[src/rtl/squeeze_output_buffer.sv]
// squeeze_output_buffer: captures one rate-wide Keccak state slice from the
// permutation controller and streams it out as OUT_W-bit words on a
// valid/ready interface. It tracks the remaining digest length so that
// last_output_block can be reported back to the controller.
// Optional protocol checker: define OUTBUF_PROTOCOL_CHECK_EN.
module squeeze_output_buffer #(
   parameter int RATE_W = 1088,
   parameter int OUT_W  = 64,
   parameter int LEN_W  = 32
) (
   input  logic              clk,
   input  logic              rst_n,
   input  logic              start,
   input  logic [LEN_W-1:0]  out_len_words,
   input  logic              output_buffer_we,
   input  logic [RATE_W-1:0] state_in,
   output logic              output_buffer_ready,
   output logic              last_output_block,
   output logic [OUT_W-1:0]  dout,
   output logic              dout_valid,
   input  logic              dout_ready,
   output logic              dout_last,
   output logic              busy,
   output logic              err
);

   localparam int WPB    = RATE_W / OUT_W;
   localparam int IDX_W  = $clog2(WPB + 1);
   localparam int BASE_W = $clog2(RATE_W);

   typedef enum logic [1:0] {IDLE, EMPTY, DRAIN} state_t;

   state_t            r_state;
   state_t            w_next;
   logic [LEN_W-1:0]  r_remaining;
   logic [IDX_W-1:0]  r_idx;
   logic [IDX_W-1:0]  r_blk_words;
   logic [RATE_W-1:0] r_captured;

   logic              w_start_ok;
   logic              w_capture;
   logic              w_xfer;
   logic              w_blk_end;
   logic [BASE_W-1:0] w_base;

   assign w_start_ok = (r_state == IDLE) && start && (out_len_words != '0);
   assign w_capture  = (r_state == EMPTY) && output_buffer_we;
   assign w_xfer     = (r_state == DRAIN) && dout_ready;
   assign w_blk_end  = w_xfer && (r_idx == r_blk_words - 1'b1);
   assign w_base     = BASE_W'(r_idx * OUT_W);

   // State register
   always_ff @(posedge clk) begin
      if (!rst_n) r_state <= IDLE;
      else        r_state <= w_next;
   end

   // Next-state decode and state-derived outputs
   always_comb begin
      w_next              = r_state;
      output_buffer_ready = 1'b0;
      last_output_block   = 1'b0;
      dout                = '0;
      dout_valid          = 1'b0;
      dout_last           = 1'b0;
      busy                = (r_state != IDLE);
      case (r_state)
         IDLE: begin
            if (w_start_ok) w_next = EMPTY;
         end
         EMPTY: begin
            output_buffer_ready = 1'b1;
            last_output_block   = (r_remaining <= LEN_W'(WPB));
            if (output_buffer_we) w_next = DRAIN;
         end
         DRAIN: begin
            dout       = r_captured[w_base +: OUT_W];
            dout_valid = 1'b1;
            dout_last  = (r_remaining == LEN_W'(1));
            if (w_blk_end) w_next = (r_remaining == LEN_W'(1)) ? IDLE : EMPTY;
         end
         default: w_next = IDLE;
      endcase
   end

   // Length, word index and block-size bookkeeping
   always_ff @(posedge clk) begin
      if (!rst_n) begin
         r_remaining <= '0;
         r_idx       <= '0;
         r_blk_words <= '0;
      end else begin
         if (w_start_ok) r_remaining <= out_len_words;
         if (w_capture) begin
            r_blk_words <= (r_remaining < LEN_W'(WPB)) ? IDX_W'(r_remaining) : IDX_W'(WPB);
            r_idx       <= '0;
         end
         if (w_xfer) begin
            r_idx <= r_idx + 1'b1;
            if (r_remaining != '0) r_remaining <= r_remaining - 1'b1;
         end
      end
   end

   // Block capture; only accepted while EMPTY so stray writes leave data intact
   always_ff @(posedge clk) begin
      if (w_capture) r_captured <= state_in;
   end

`ifdef OUTBUF_PROTOCOL_CHECK_EN
   logic             r_err;
   logic             r_hold;
   logic [OUT_W-1:0] r_hold_dout;
   logic             w_viol_we;
   logic             w_viol_start;
   logic             w_viol_stream;

   assign w_viol_we     = output_buffer_we && (r_state != EMPTY);
   assign w_viol_start  = start && busy;
   assign w_viol_stream = r_hold && (!dout_valid || (dout != r_hold_dout));

   // Sticky protocol-error flag and stalled-word snapshot for the stream self-check
   always_ff @(posedge clk) begin
      if (!rst_n) begin
         r_err       <= 1'b0;
         r_hold      <= 1'b0;
         r_hold_dout <= '0;
      end else begin
         r_hold      <= dout_valid && !dout_ready;
         r_hold_dout <= dout;
         if (w_viol_we || w_viol_start || w_viol_stream) r_err <= 1'b1;
`ifndef SYNTHESIS
         if (w_viol_we)     $error("squeeze_output_buffer: output_buffer_we outside EMPTY");
         if (w_viol_start)  $error("squeeze_output_buffer: start while busy");
         if (w_viol_stream) $error("squeeze_output_buffer: dout unstable under backpressure");
`endif
      end
   end

   assign err = r_err;
`else
   assign err = 1'b0;
`endif

endmodule

[config.mk]
export PLATFORM = sky130hd
export DESIGN_NAME = squeeze_output_buffer
export DESIGN_NICKNAME = d
export VERILOG_FILES = /design/src/rtl/squeeze_output_buffer.sv
export SDC_FILE = /design/constraint.sdc
export NUM_CORES = 1
export LEC_CHECK = 0
export CELL_PAD_IN_SITES_DETAIL_PLACEMENT = 0
export CELL_PAD_IN_SITES_GLOBAL_PLACEMENT = 1
export CORE_AREA = 2 2 467 469
export DETAILED_ROUTE_END_ITERATION = 10
export DIE_AREA = 0 0 469 471
export PLACE_DENSITY = 0.42
export SLEW_MARGIN = 30
export SYNTH_ARGS = -nofsm -noshare
export SYNTH_HDL_FRONTEND = slang
export SYNTH_SLANG_ARGS = --single-unit
[constraint.sdc]
create_clock -name clk -period 65.6 [get_ports clk]
set_clock_uncertainty 0.2 [all_clocks]
set_input_delay 6.56 -clock clk [delete_from_list [all_inputs] [get_ports clk]]
set_output_delay 6.56 -clock clk [all_outputs]
set_load 0.01 [all_outputs]
; ---- Word-level counts from Yosys, hierarchy flattened
; Cells that the tools add are included.
; W data, S select, Z words.
[op_classes]
addsub = 3
n_mux = 16
eq_ne = 7
n_reduce_logical = 11
div_mod_pow = 0
n_mul = 0
n_lt_le_gt_ge = 2
bitwise_logic = 0
shifts = 1
[op_table]
columns = op, n
row1 = $shiftx A1088 B12 Y64, 1
row2 = $mux W32, 3
row3 = $mux W64, 1
row4 = $reduce_bool A32 Y1, 2
row5 = $eq A32 B1 Y1 const B, 1
row6 = $le A32 B5 Y1 const B, 1
row7 = $lt A32 B5 Y1 const B, 1
row8 = $sub A32 B1 Y32 const B, 1
row9 = $mux W5, 3
row10 = $mux W2, 3
row11 = $ne A2 B2 Y1 const B, 3
row12 = $pmux W2 S3, 1
row13 = $add A5 B1 Y5 const B, 1
row14 = $eq A5 B5 Y1, 1
row15 = $logic_and A1 B1 Y1, 5
row16 = $mux W1, 5
row17 = $sub A5 B1 Y5 const B, 1
row18 = $reduce_bool A2 Y1, 2
row19 = $reduce_and A3 Y1, 1
row20 = $eq A2 B1 Y1 const B, 1
row21 = $eq A2 B2 Y1 const B, 1
row22 = $logic_not A2 Y1, 1
[totals]
memories = 0
output_inout_bits = 70
latch_bits = 0
wordCells = 45
ram_bits = 0
regBits = 1132
rom_bits = 0

; ---- Depth between registers and ports, before layout
[logic_depth]
ltp_word = 6
ltp_mapped = 11
ltp_nobuf = 8

; ---- Worst setup path before layout
; Ideal clock, no wire load.
[synth_path]
path_type = input port to flip-flop
from = input port output_buffer_we
to = register r_captured[0] (enable)
required_time_ns = 63.971
arrival_ns = 27.656
path_slack_ns = 36.315
stages = 2
path_buffers = 0
path_cell_list = nand2_1 -> inv_1
[synth_between]
elab_chain_len = 1
[synth_rtl]
columns = item, line_no
row1 = "start, declared", 15  ; input logic output_buffer_we,
row2 = $logic_and A1 B1 Y1, 47  ; assign w_capture = (r_state == EMPTY) && output_buffer_we;
row3 = via w_capture, 41  ; logic w_capture;
row4 = "end signal, assigned", 107  ; if (w_capture) r_captured <= state_in;
row5 = "end, declared", 38  ; logic [RATE_W-1:0] r_captured;
; The timed path passes the listed nets, and every way through them passes these cells.
; A chain may end at the register's enable or synchronous reset.

; ---- Final worst setup path
[layout_path]
from = register r_idx[0]
to = output port dout[39]
[layout_between]
elab_chain_len = 2
[layout_rtl]
columns = item, line_no
row1 = "start, declared", 36  ; logic [IDX_W-1:0] r_idx;
row2 = "start signal, assigned", 99  ; r_idx <= r_idx + 1'b1;
row3 = $shiftx A1088 B12 Y64, 77  ; dout = r_captured[w_base +: OUT_W];
row4 = $mux W64, 67  ; case (r_state)
row5 = "end, declared", 19  ; output logic [OUT_W-1:0] dout,
; No other way between the ends.

==> metrics.md <==
| Metric | Value |
|---|---|
| Slowest CP cell | buf_4 |
| CP Cell Sequence | buf_4 -> buf_4 -> buf_6 -> buf_4 -> mux4_2 -> mux4_2 -> a22o_1 -> clkdlybuf4s50_1 |
| Comb power frac | 7.7% |
| Clock network latency to the later pin of the worst-skew pair | 0.78 ns |
| Final GP Congestion | 0.8053 |
| Yosys warns | 0 |
| Vias/cell | 4.151 |
| Max_slew headroom | 38.23% |
| Slew Viols, Final | 0 |
| Area of the mapped netlist | 43790 um^2 |
| Final WS setup | 52.39 ns |
| Unrepaired setup endpoints after global routing | no |
| Post-DRT Antenna Nets | 0 |
| Cts repair resizes | 0 |
| Switching share of power | 22.76% |
| WP depth | 8 |
| Outcome | finished clean |
| Min cycle time layout | 13.21 ns |
| Worst Reg-to-Reg Cells | 7 |
| Area leader, netlist | edfxtp_1 |
| Power density over cell area | 27.37 nW/um^2 |
| Core Rows | 171 |
| Pre-CTS setup slack | 52.60 ns |
| Yosys top cell area share | 74.62% |
| Number of enable flip-flop cells after synthesis | 1088 |
| DP Area | 59070 um^2 |
| Data required, critical path | 58.84 ns |
| Largest net degree at the start of global routing | 183 |
| Hold Vio Cnt, Final | 0 |
| Initial antenna violation count | 158 |
| Setup CP Type | reg2out |
| Syn Inst Count | 1989 |
| Maxcap violations | 0 |
| Setup bufs post-CTS | 0 |
| Final Cycle Share | 20.13% |
| Hold path cells | 1 |
| Hold-fix buffers, CTS | 0 |
| Final #Nets | 4384 |
| Initial core utilization | 20.26% |
| Worst EP arrival | 6.45 ns |
| Maximum operating frequency | 0.07572 GHz |
| Die area | 220900 um^2 |
| Setup crit end kind | output port |
| Worst Max-Slew Pin Slew | 0.9266 ns |
| Top-Level Pins | 1195 |
| 1st-iter DRT viols | 1902 |
| Top cells by area, synth | edfxtp_1 75%, mux4_2 15%, dfxtp_1 2.0% |
| CTS tree | done |
| Fraction of layout cells with a size suffix above 1 | 16.89% |
| Fin area | 63760 um^2 |
| Core ar. | 216100 um^2 |
| Clk slew on worst S/H paths | 0.06 ns |
| Post-Place Cells | 5960 |
| CTS Buffer Depth | 3 |
| Commonest non-fill, non-tap cells in the layout | 1193 x clkdlybuf4s50_1, 1088 x edfxtp_1, 291 x mux4_2, 146 x clkbuf_16, 57 x a22o_1 |
| Setup TNS | 0 ns |
| WP buf/inv | 5 |
| Most frequent CP cell | buf_4 |
| Gr usage total | 16.34% |
| DRT Pass-1 Iters | 7 |
| Ys flop type | edfxtp_1 |
| Hold WS | 0.2899 ns |
| Fillers | 21.38k |
| Post-DR wirelength/cell | 29.66 um |
| First-pass GRT wire length | 244.9 mm |
| Seq cells post-synth | 1132 |
| P_leak | 19.78 nW |
| Sequential area share after synthesis | 76.63% |
| Placed wire-length estimate | 138.5 mm |
| Port Buffer Count | 1193 |
| Post-Syn Area per Cell | 22.01 um^2 |
| Area growth from synthesis to layout | 45.62% |
| Root buffer cell | clkbuf_16 |
| Non-Filler Instances | 6243 |
| H-tree Lvls | 4 |
| Net switching power | 0.0003972 W |
| CP Launch Type | flop |
| Crit path max-delay family | buffers and inverters |
| Crit path max fanout | 45 |
| Vias in the first global route | 27.88k |
| Worst Hold Class | reg2reg |
| Reg power frac | 47.9% |
| TritonCTS Sinks | 1132 |
| Post-Route WL | 185.1 mm |
| Syn_nets | 3118 |
| Most common cell after layout, fill and taps aside | clkdlybuf4s50_1 |
| Synth cell types | 67 |
| Async SR Flop Fraction | 0% |
| Worst R2R Setup Slack | 60.72 ns |
| Max VDD drop | 0.02323 mV |
| # DRC | 0 |
| Vias | 25.92k |
| Grt total ovfl | 0 |
| Internal | 0.001348 W |
| Clock power frac | 44.4% |
| Inserted Clock Buffers | 145 |
| Critical Path Max Stage Delay | 0.81 ns |
| Die width | 469 um |
| Final setup fails | 0 |
| Die height | 471 um |
==> synthesized netlist by cell type (all sizes together), types with 9 or more instances <==
library cell  number
o22ai             10
clkbuf            55
nand2             30
a22oi             11
nor2              56
o21ai             20
dfxtp             44
mux4             291
inv               10
nand3             13
o221ai             9
a22o              57
a21oi             50
buf               58
a211oi            12
edfxtp          1088
mux2i             41
nor3              23
nor4              20
==> routing by layer <==
metal | part of all wire, % | vias to the layer above | GRT usage [%]
met2 | 49 | 1163 | 27.82
li1 | - | 11110 | -
met1 | 39 | 13130 | 19.27
met3 | 9.4 | 388 | 6.583
met4 | 2.0 | 132 | 3.358
met5 | 0.46 | - | 0
==> stage by stage <==
step	total power, W	util [%]
finish	0.001745	29.51
global route	0.001811	29.49
CTS	0.001779	29.44
detailed placement	0.0009878	27.34
global placement	0.0009875	27.33
floorplan	0.0009213	-
==> sequential cells by signal, summed over array words and instances (netlist names) <==
| name | count |
|---|---|
| r_captured | 1088 |
| r_remaining | 32 |
| r_blk_words | 5 |
| r_idx | 5 |
| r_state | 2 |
==> path summary, 6_finish.rpt <==
path                   start               to
min          r_remaining[23]  r_remaining[23]
max reg2reg       r_state[1]  r_captured[379]
max                 r_idx[0]         dout[39]
min reg2reg  r_remaining[23]  r_remaining[23]
==> final cells by class <==
cell class                 count  area (um^2)  share of cell area [%]
clock inverter                83        778.2                   1.221
timing repair buffer        1232        12320                   19.32
tap                         2854         3571                   5.600
clock buffer                 172         3771                   5.914
inverter                      10        45.04                 0.07064
sequential                  1132        33570                   52.64
antenna                       26        65.06                  0.1020
multi-input combinational    734         9643                   15.12
==> kinds of logic after synthesis <==
group           count (synthesis)  share of synthesized area (%)
xor+xnor                        7                         0.1400
compound gates                210                          3.552
fa+ha+maj                       4                         0.1143
other cells                     1                       0.008564
buf+inv                       123                          1.377
mux                           334                          15.96
simple gates                  178                          2.223
flops                        1132                          76.63
==> power groups by stage <==
stage | Sequential, W | Clock (W) | Combinational (W)
5_1_grt | 0.000838 | 0.000829 | 0.000145
3_5_place_dp | 0.000851 | 0 | 0.000137
3_3_place_gp | 0.000851 | 0 | 0.000136
4_1_cts | 0.000836 | 0.000806 | 0.000137
2_1_floorplan | 0.000877 | 0 | 0.0000441
6_report | 0.000836 | 0.000775 | 0.000135
Note: power is estimated with default switching activity, not from simulation.
